==> src/rtl/multicycle_cu.sv <==
// Multi-cycle MIPS control unit: fetch/decode/execute/mem/writeback FSM.
// Define CU_ADDI_EN to decode addi (opcode 001000) instead of trapping it.
module multicycle_cu #(
  parameter int OPCODE_W = 6,
  parameter int ALUOP_W  = 2,
  parameter int TIMEOUT  = 15
) (
  input  logic                clk,
  input  logic                rst_n,
  input  logic [OPCODE_W-1:0] opcode,
  input  logic                mem_ready,
  output logic                pc_write,
  output logic                pc_write_cond,
  output logic                iord,
  output logic                mem_read,
  output logic                mem_write,
  output logic                ir_write,
  output logic                mem_to_reg,
  output logic                reg_dst,
  output logic                reg_write,
  output logic                alu_src_a,
  output logic [1:0]          alu_src_b,
  output logic [ALUOP_W-1:0]  alu_op,
  output logic [1:0]          pc_source,
  output logic                instr_done,
  output logic                trap,
  output logic [1:0]          trap_cause,
  output logic [3:0]          state
);

  typedef enum logic [3:0] {
    S_FETCH  = 4'd0,
    S_DECODE = 4'd1,
    S_MEMADR = 4'd2,
    S_MEMRD  = 4'd3,
    S_MEMWB  = 4'd4,
    S_MEMWR  = 4'd5,
    S_EXEC   = 4'd6,
    S_ALUWB  = 4'd7,
    S_BRANCH = 4'd8,
    S_JUMP   = 4'd9,
    S_ADDIEX = 4'd10,
    S_ADDIWB = 4'd11,
    S_IDLE   = 4'd14,
    S_TRAP   = 4'd15
  } state_t;

  localparam int CW = (TIMEOUT > 0) ? $clog2(TIMEOUT + 1) : 1;

  localparam logic [OPCODE_W-1:0] OP_LW   = OPCODE_W'(6'b100011);
  localparam logic [OPCODE_W-1:0] OP_SW   = OPCODE_W'(6'b101011);
  localparam logic [OPCODE_W-1:0] OP_R    = OPCODE_W'(6'b000000);
  localparam logic [OPCODE_W-1:0] OP_BEQ  = OPCODE_W'(6'b000100);
  localparam logic [OPCODE_W-1:0] OP_J    = OPCODE_W'(6'b000010);

  state_t          st, nxt;
  logic [CW-1:0]   cnt;
  logic [1:0]      cause;
  logic [1:0]      aop;
  logic            waiting;
  logic            tmo;
  logic            is_mem, is_r, is_beq, is_j, is_addi;

  assign is_mem = (opcode == OP_LW) || (opcode == OP_SW);
  assign is_r   = (opcode == OP_R);
  assign is_beq = (opcode == OP_BEQ);
  assign is_j   = (opcode == OP_J);
`ifdef CU_ADDI_EN
  assign is_addi = (opcode == OPCODE_W'(6'b001000));
`else
  assign is_addi = 1'b0;
`endif

  assign waiting = (st == S_FETCH) || (st == S_MEMRD) || (st == S_MEMWR);
  // mem_ready in the expiry cycle still completes the access
  assign tmo = (TIMEOUT > 0) && waiting && !mem_ready
            && (cnt == CW'(TIMEOUT));

  always_comb begin
    nxt = st;
    unique case (st)
      S_IDLE:   nxt = S_FETCH;
      S_FETCH:  if (mem_ready) nxt = S_DECODE;
                else if (tmo) nxt = S_TRAP;
      S_DECODE: begin
        unique case (1'b1)
          is_mem:  nxt = S_MEMADR;
          is_r:    nxt = S_EXEC;
          is_beq:  nxt = S_BRANCH;
          is_j:    nxt = S_JUMP;
          is_addi: nxt = S_ADDIEX;
          default: nxt = S_TRAP;
        endcase
      end
      S_MEMADR: nxt = (opcode == OP_SW) ? S_MEMWR : S_MEMRD;
      S_MEMRD:  if (mem_ready) nxt = S_MEMWB;
                else if (tmo) nxt = S_TRAP;
      S_MEMWB:  nxt = S_FETCH;
      S_MEMWR:  if (mem_ready) nxt = S_FETCH;
                else if (tmo) nxt = S_TRAP;
      S_EXEC:   nxt = S_ALUWB;
      S_ALUWB:  nxt = S_FETCH;
      S_BRANCH: nxt = S_FETCH;
      S_JUMP:   nxt = S_FETCH;
      S_ADDIEX: nxt = S_ADDIWB;
      S_ADDIWB: nxt = S_FETCH;
      S_TRAP:   nxt = S_TRAP;
      default:  nxt = S_IDLE;
    endcase
  end

  always_ff @(posedge clk or negedge rst_n) begin
    if (!rst_n) begin
      st    <= S_IDLE;
      cnt   <= '0;
      cause <= 2'b00;
    end else begin
      st <= nxt;
      if (nxt != st) cnt <= '0;
      else if (waiting && !mem_ready) cnt <= cnt + CW'(1);
      if (nxt == S_TRAP && st != S_TRAP)
        cause <= (st == S_DECODE) ? 2'b01 : 2'b10;
    end
  end

  always_comb begin
    pc_write      = 1'b0;
    pc_write_cond = 1'b0;
    iord          = 1'b0;
    mem_read      = 1'b0;
    mem_write     = 1'b0;
    ir_write      = 1'b0;
    mem_to_reg    = 1'b0;
    reg_dst       = 1'b0;
    reg_write     = 1'b0;
    alu_src_a     = 1'b0;
    alu_src_b     = 2'b00;
    aop           = 2'b00;
    pc_source     = 2'b00;
    instr_done    = 1'b0;
    trap          = 1'b0;
    unique case (st)
      S_FETCH: begin
        mem_read = 1'b1;
        if (mem_ready) begin
          ir_write  = 1'b1;
          pc_write  = 1'b1;
          alu_src_b = 2'b01;
        end
      end
      S_DECODE: alu_src_b = 2'b11;
      S_MEMADR, S_ADDIEX: begin
        alu_src_a = 1'b1;
        alu_src_b = 2'b10;
      end
      S_MEMRD: begin
        mem_read = 1'b1;
        iord     = 1'b1;
      end
      S_MEMWB: begin
        reg_write  = 1'b1;
        mem_to_reg = 1'b1;
        instr_done = 1'b1;
      end
      S_MEMWR: begin
        mem_write  = 1'b1;
        iord       = 1'b1;
        instr_done = mem_ready;
      end
      S_EXEC: begin
        alu_src_a = 1'b1;
        aop       = 2'b10;
      end
      S_ALUWB: begin
        reg_write  = 1'b1;
        reg_dst    = 1'b1;
        instr_done = 1'b1;
      end
      S_BRANCH: begin
        alu_src_a     = 1'b1;
        aop           = 2'b01;
        pc_write_cond = 1'b1;
        pc_source     = 2'b01;
        instr_done    = 1'b1;
      end
      S_JUMP: begin
        pc_write   = 1'b1;
        pc_source  = 2'b10;
        instr_done = 1'b1;
      end
      S_ADDIWB: begin
        reg_write  = 1'b1;
        instr_done = 1'b1;
      end
      S_TRAP: trap = 1'b1;
      default: ;
    endcase
  end

  assign alu_op     = ALUOP_W'(aop);
  assign trap_cause = cause;
  assign state      = st;

endmodule

==> config.mk <==
export PLATFORM = sky130hd
export DESIGN_NAME = multicycle_cu
export DESIGN_NICKNAME = d
export VERILOG_FILES = /design/src/rtl/multicycle_cu.sv
export SDC_FILE = /design/constraint.sdc
export NUM_CORES = 1
export LEC_CHECK = 0
export BUFFER_PORTS_ARGS = -buffer_cell sky130_fd_sc_hd__buf_2
export CAP_MARGIN = 10
export CORE_ASPECT_RATIO = 1.1
export CORE_MARGIN = 2
export CORE_UTILIZATION = 45
export CTS_CLUSTER_DIAMETER = 200
export DETAILED_ROUTE_END_ITERATION = 16
export PLACE_DENSITY = 0.72
export SETUP_SLACK_MARGIN = 0.1
export SLEW_MARGIN = 15
export SYNTH_ARGS = -nofsm -noshare
export SYNTH_HDL_FRONTEND = slang
export SYNTH_SLANG_ARGS = --single-unit
==> constraint.sdc <==
create_clock -name clk -period 6.5 [get_ports clk]
set_input_delay 1.3 -clock clk [delete_from_list [all_inputs] [get_ports clk]]
set_output_delay 1.3 -clock clk [all_outputs]
set_load 0.01 [all_outputs]
# Word-level counts from Yosys, hierarchy flattened
# Cells that the tools add are included.
[classes] addsub=1 n_eq_ne=21 mux=27 reduce_logical=17
[op_table] cell="4-bit case mux with 9 select lines" n=1
[op_table] cell="4-bit equality test (second input constant)" n=8
[op_table] cell="4-bit 2-to-1 mux" n=6
[op_table] cell="4-bit by 3-bit equality test with 1-bit output (second input constant)" n=4
[op_table] cell="4-bit case mux with 4 select lines" n=1
[op_table] cell="6-bit equality test (second input constant)" n=2
[op_table] cell="1-bit 2-to-1 mux" n=12
[op_table] cell="4-bit by 2-bit equality test with 1-bit output (second input constant)" n=2
[op_table] cell="2-bit case mux with 2 select lines" n=2
[op_table] cell="6-bit by 2-bit equality test with 1-bit output (second input constant)" n=1
[op_table] cell="6-bit by 3-bit equality test with 1-bit output (second input constant)" n=1
[op_table] cell="6-bit logical NOT" n=1
[op_table] cell="2-bit case mux with 3 select lines" n=1
[op_table] cell="2-bit OR reduction" n=3
[op_table] cell="6-bit OR reduction" n=1
[op_table] cell="5-bit OR reduction" n=1
[op_table] cell="4-bit by 1-bit adder with 4-bit output (second input constant)" n=1
[op_table] cell="4-bit by 1-bit equality test with 1-bit output (second input constant)" n=1
[op_table] cell="4-bit logical NOT" n=1
[op_table] cell="4-bit != test" n=1
[op_table] cell="4-bit != test (second input constant)" n=1
[op_table] cell="1-bit case mux with 2 select lines" n=2
[op_table] cell="4-bit OR reduction" n=1
[op_table] cell="1-bit logical AND" n=3
[op_table] cell="other kinds (6)" n=8
[word_totals] reg_bits=10 in_bits=9 out_inout_bits=24 elab_cells=69

# Logic depth before layout (Yosys ltp)
[logic_depth] ltp_word=10 ltp_mapped=9 depth_no_buf=7

# Least setup slack after synthesis
# Ideal clock, no wire load.
[synth_timing] path_kind="input port to output port" startpoint="input port mem_ready" endpoint="output port instr_done" t_arrival_ns=1.856 path_slack_ns=3.344 path_stages=3 n_path_buf=1 path_cell_list="clkbuf_1 > o21bai_1 > a21oi_1"
[synth_via] elab_chain_cells=1
[synth_rtl] element="start: declaration" line="11" source="input logic mem_ready,"
[synth_rtl] element="1-bit case mux with 2 select lines" line="142" source="unique case (st)"
[synth_rtl] element="end: declaration" line="25" source="output logic instr_done,"
# No other way between the ends.

# Worst setup path after layout
[layout_timing] startpoint="register st[0] (netlist: state[0])" endpoint="output port alu_src_b[0]"
[layout_via] elab_chain_cells=3
[layout_rtl] element="start: declaration" line="56" source="state_t st, nxt;"
[layout_rtl] element="start signal: assignment" line="118" source="st <= nxt;"
[layout_rtl] element="4-bit by 2-bit equality test with 1-bit output or 4-bit equality test (tied branches)" line="142"
[layout_rtl] element="2-bit OR reduction"
[layout_rtl] element="2-bit case mux with 3 select lines (*)" line="142"
[layout_rtl] element="end: declaration" line="22" source="output logic [1:0] alu_src_b,"
# Mark *: on every way between the ends. The rest lies on a longest branch, timed or not.

==> flow_metrics.py <==
metrics = {
    "drt": {
        "drt-total-wl_mm": 2.58,
        "final_antenna_net_count": 0,
        "first_iter_violations": 38,
        "dr.pass1.iters": 4,
        "dr_total_vias": 1144,
        "vias_per_cell": 5.78,
        "post_drt_wl_per_cell_um": 13.0,
        "drc": 0,
    },
    "setup_path": {
        "max_stage_delay_ns": 0.60,
        "critPathLaunchType": "flip-flop",
        "worstPathMaxFanout": 14,
        "critical_path_buf_inv_count": 1,
        "end_kind": "output pin",
        "critical_path.top_delay_family": "simple AND/OR/NAND/NOR gates",
        "cp.required_ns": 5.20,
        "crit_arrival_ns": 1.93,
        "crit_path_top_delay_cell": "dfrtp_1",
        "path_cells": "nand2b_1 -> or3_1 -> nand2_1 -> buf_2",
        "crit_type": "reg -> out",
    },
    "global_routing": {
        "antenna_found_initial": 0,
        "gr-total-overflow": 0,
        "grt_pass1_vias": 961,
        "grt_pass1_wl_mm": 4.31,
        "grt_max_degree": 24,
        "grtUsageTotal": 0.204,
    },
    "clocking": {
        "clk_path_buf_depth": 2,
        "cts_tree": "yes",
        "cts_buffers": 3,
        "ctsHoldBuffers": 0,
        "postCtsSetupBuffers": 0,
        "cts-root-buf": "clkbuf_4",
        "path_clk_slew_ns": 0.06,
        "post_cts_resized": 0,
        "clock_latency_ns": 0.26,
        "cts_sinks": 10,
        "h-tree-depth": 1,
    },
    "final_layout": {
        "final-seq-area_um2": 254,
        "fillers": 214,
        "drive_gt1_frac": 0.262,
        "antenna_cells": 0,
        "final_cell_count_no_fill": 198,
        "final_cell_area_mm2": 0.00121,
        "area_growth_pct": 14.5,
        "multi_input_area_um2": 702,
        "final_nets": 179,
        "mostFrequentLayoutCell": "buf_2",
        "final_cell_mix": "buf_2 (32), nor2_1 (17), nand2_1 (15)",
        "fin_util": 0.541,
    },
    "placement": {
        "dpl_cell_area_mm2": 0.00118,
        "portBuffers": 32,
        "place.gp.congestion": 0.869,
        "dp_hpwl_mm": 1.97,
        "place_inst": 194,
        "dp_slack_ns": 3.11,
    },
    "pwr": {
        "power.total_mw": 0.114,
        "p_leak_nw": 0.559,
        "powerDensity_mw_per_mm2": 94.7,
        "peakVddDrop_uv": 97.4,
    },
    "sta": {
        "clock_skew_ns": 0.00677,
        "fmaxAchievable_mhz": 310,
        "tightest_slew_ns": 0.642,
        "finalMaxSlewViolations": 0,
        "setup_viol": 0,
        "fin_crit_ns": 3.23,
        "setup-tns-final_ns": 0,
        "hold_viol": 0,
        "rsz0062_at_grt": "no",
        "relSlewSlack": 0.571,
        "holdWs_ns": 0.522,
        "min_period_over_period": 0.496,
        "layout_setup_ws_ns": 3.27,
    },
    "run_status": {
        "outcome": "completed",
    },
    "yosys": {
        "ys_ff_latch": 10,
        "synthCells": 144,
        "async_flop_share": 1.00,
        "avgSynthCellArea_um2": 7.32,
        "synth-main-ff-cell": "dfrtp_1",
        "synth_edf_count": 0,
        "postSynthNetCount": 154,
        "synth_cell_type_count": 45,
        "ys_warn_count": 0,
        "netlist_area_mm2": 0.00105,
        "ys_seq_area_frac": 0.241,
    },
    "hold_path": {
        "hold_class": "reg -> reg",
    },
    "floorplanning": {
        "fp.dieW_um": 50.1,
        "pin_count": 33,
        "die_area_mm2": 0.00274,
        "start_util": 0.473,
        "die_h_um": 54.7,
        "core_mm2": 0.00223,
        "rows": 18,
    },
    "job": {
        "drv_cap": 0,
    },
}
per-layer routing:
metal | part of all wire | vias to the layer above | GRT usage | wire (µm)
met5 | 0 | - | 0 | 0
met4 | 0.017 | 0 | 0.116 | 44
met3 | 0.060 | 6 | 0.0164 | 155
met2 | 0.52 | 45 | 0.349 | 1350
met1 | 0.40 | 536 | 0.257 | 1030
li1 | - | 557 | - | -
sequential cells by signal, indices dropped and copies added (netlist names):
| register | count |
|---|---|
| cnt | 4 |
| state | 4 |
| trap_cause | 2 |
report_power, final:
part	leakage, nW	total (mW)	switching, mW	internal, mW
logic	0.430	0.00925	0.00585	0.00340
registers	0.114	0.0623	0	0.0623
clock network	0.0150	0.0426	0.0190	0.0236
logic make-up (layout without fill, tap and decap cells):
kind of cell / after synthesis / count (layout) / share of synthesized area
AOI/OAI and AO/OA: 39 / 39 / 0.264
and+or+nand+nor: 67 / 67 / 0.323
buffers and inverters: 19 / 43 / 0.0926
muxes: 1 / 1 / 0.00950
DFF: 10 / 10 / 0.241
xor gates and xnor gates: 7 / 7 / 0.0582
adders and majority gates: 1 / 1 / 0.0119
area by class of cell:
cell class / count / area share
multi-input combinational: 115 / 0.582
sequential: 10 / 0.211
timing repair buffer: 32 / 0.133
tap: 30 / 0.0311
clock buffer: 4 / 0.0218
inverter: 7 / 0.0218
final timing paths:
path | startpoint | end | slack [ns] | cells past startpoint
setup / recovery | state[0] | alu_src_b[0] | 3.27 | 4
hold / removal | trap_cause[0] | trap_cause[0] | 0.52 | 2
setup reg to reg | state[2] | cnt[1] | 3.85 | 7
hold reg to reg | trap_cause[0] | trap_cause[0] | 0.52 | 2
max in group asynchronous | rst_n | state[2] | 5.36 | 1
min in group asynchronous | rst_n | cnt[1] | 0.88 | 1
worst min-delay path: stages, from the launching register on:
cell	delay [ns]
dfrtp_1	0.38
inv_1	0.05
mux2i_1	0.05
cells in the mapped netlist (2+ instances only):
library cell / n / area, µm²
nand3_1: 2 / 10.0
nor2_1: 17 / 63.8
a21oi_1: 11 / 55.1
o211ai_1: 3 / 22.5
buf_4: 2 / 15.0
xor2_1: 5 / 43.8
nand2b_1: 6 / 37.5
or3_1: 2 / 12.5
nor2b_1: 3 / 18.8
o21bai_1: 2 / 15.0
nand3b_1: 2 / 15.0
clkbuf_1: 5 / 18.8
nand2_1: 15 / 56.3
xnor2_1: 2 / 17.5
dfrtp_1: 7 / 175
a21o_1: 2 / 15.0
buf_2: 3 / 15.0
nor4_1: 4 / 25.0
or2_2: 2 / 12.5
buf_6: 2 / 22.5
dfstp_2: 3 / 78.8
nor3_1: 7 / 35.0
nand4_1: 2 / 12.5
o22ai_1: 2 / 12.5
inv_1: 6 / 22.5
o21ai_0: 8 / 40.0
No activity file was read; power rests on OpenSTA's default activity.
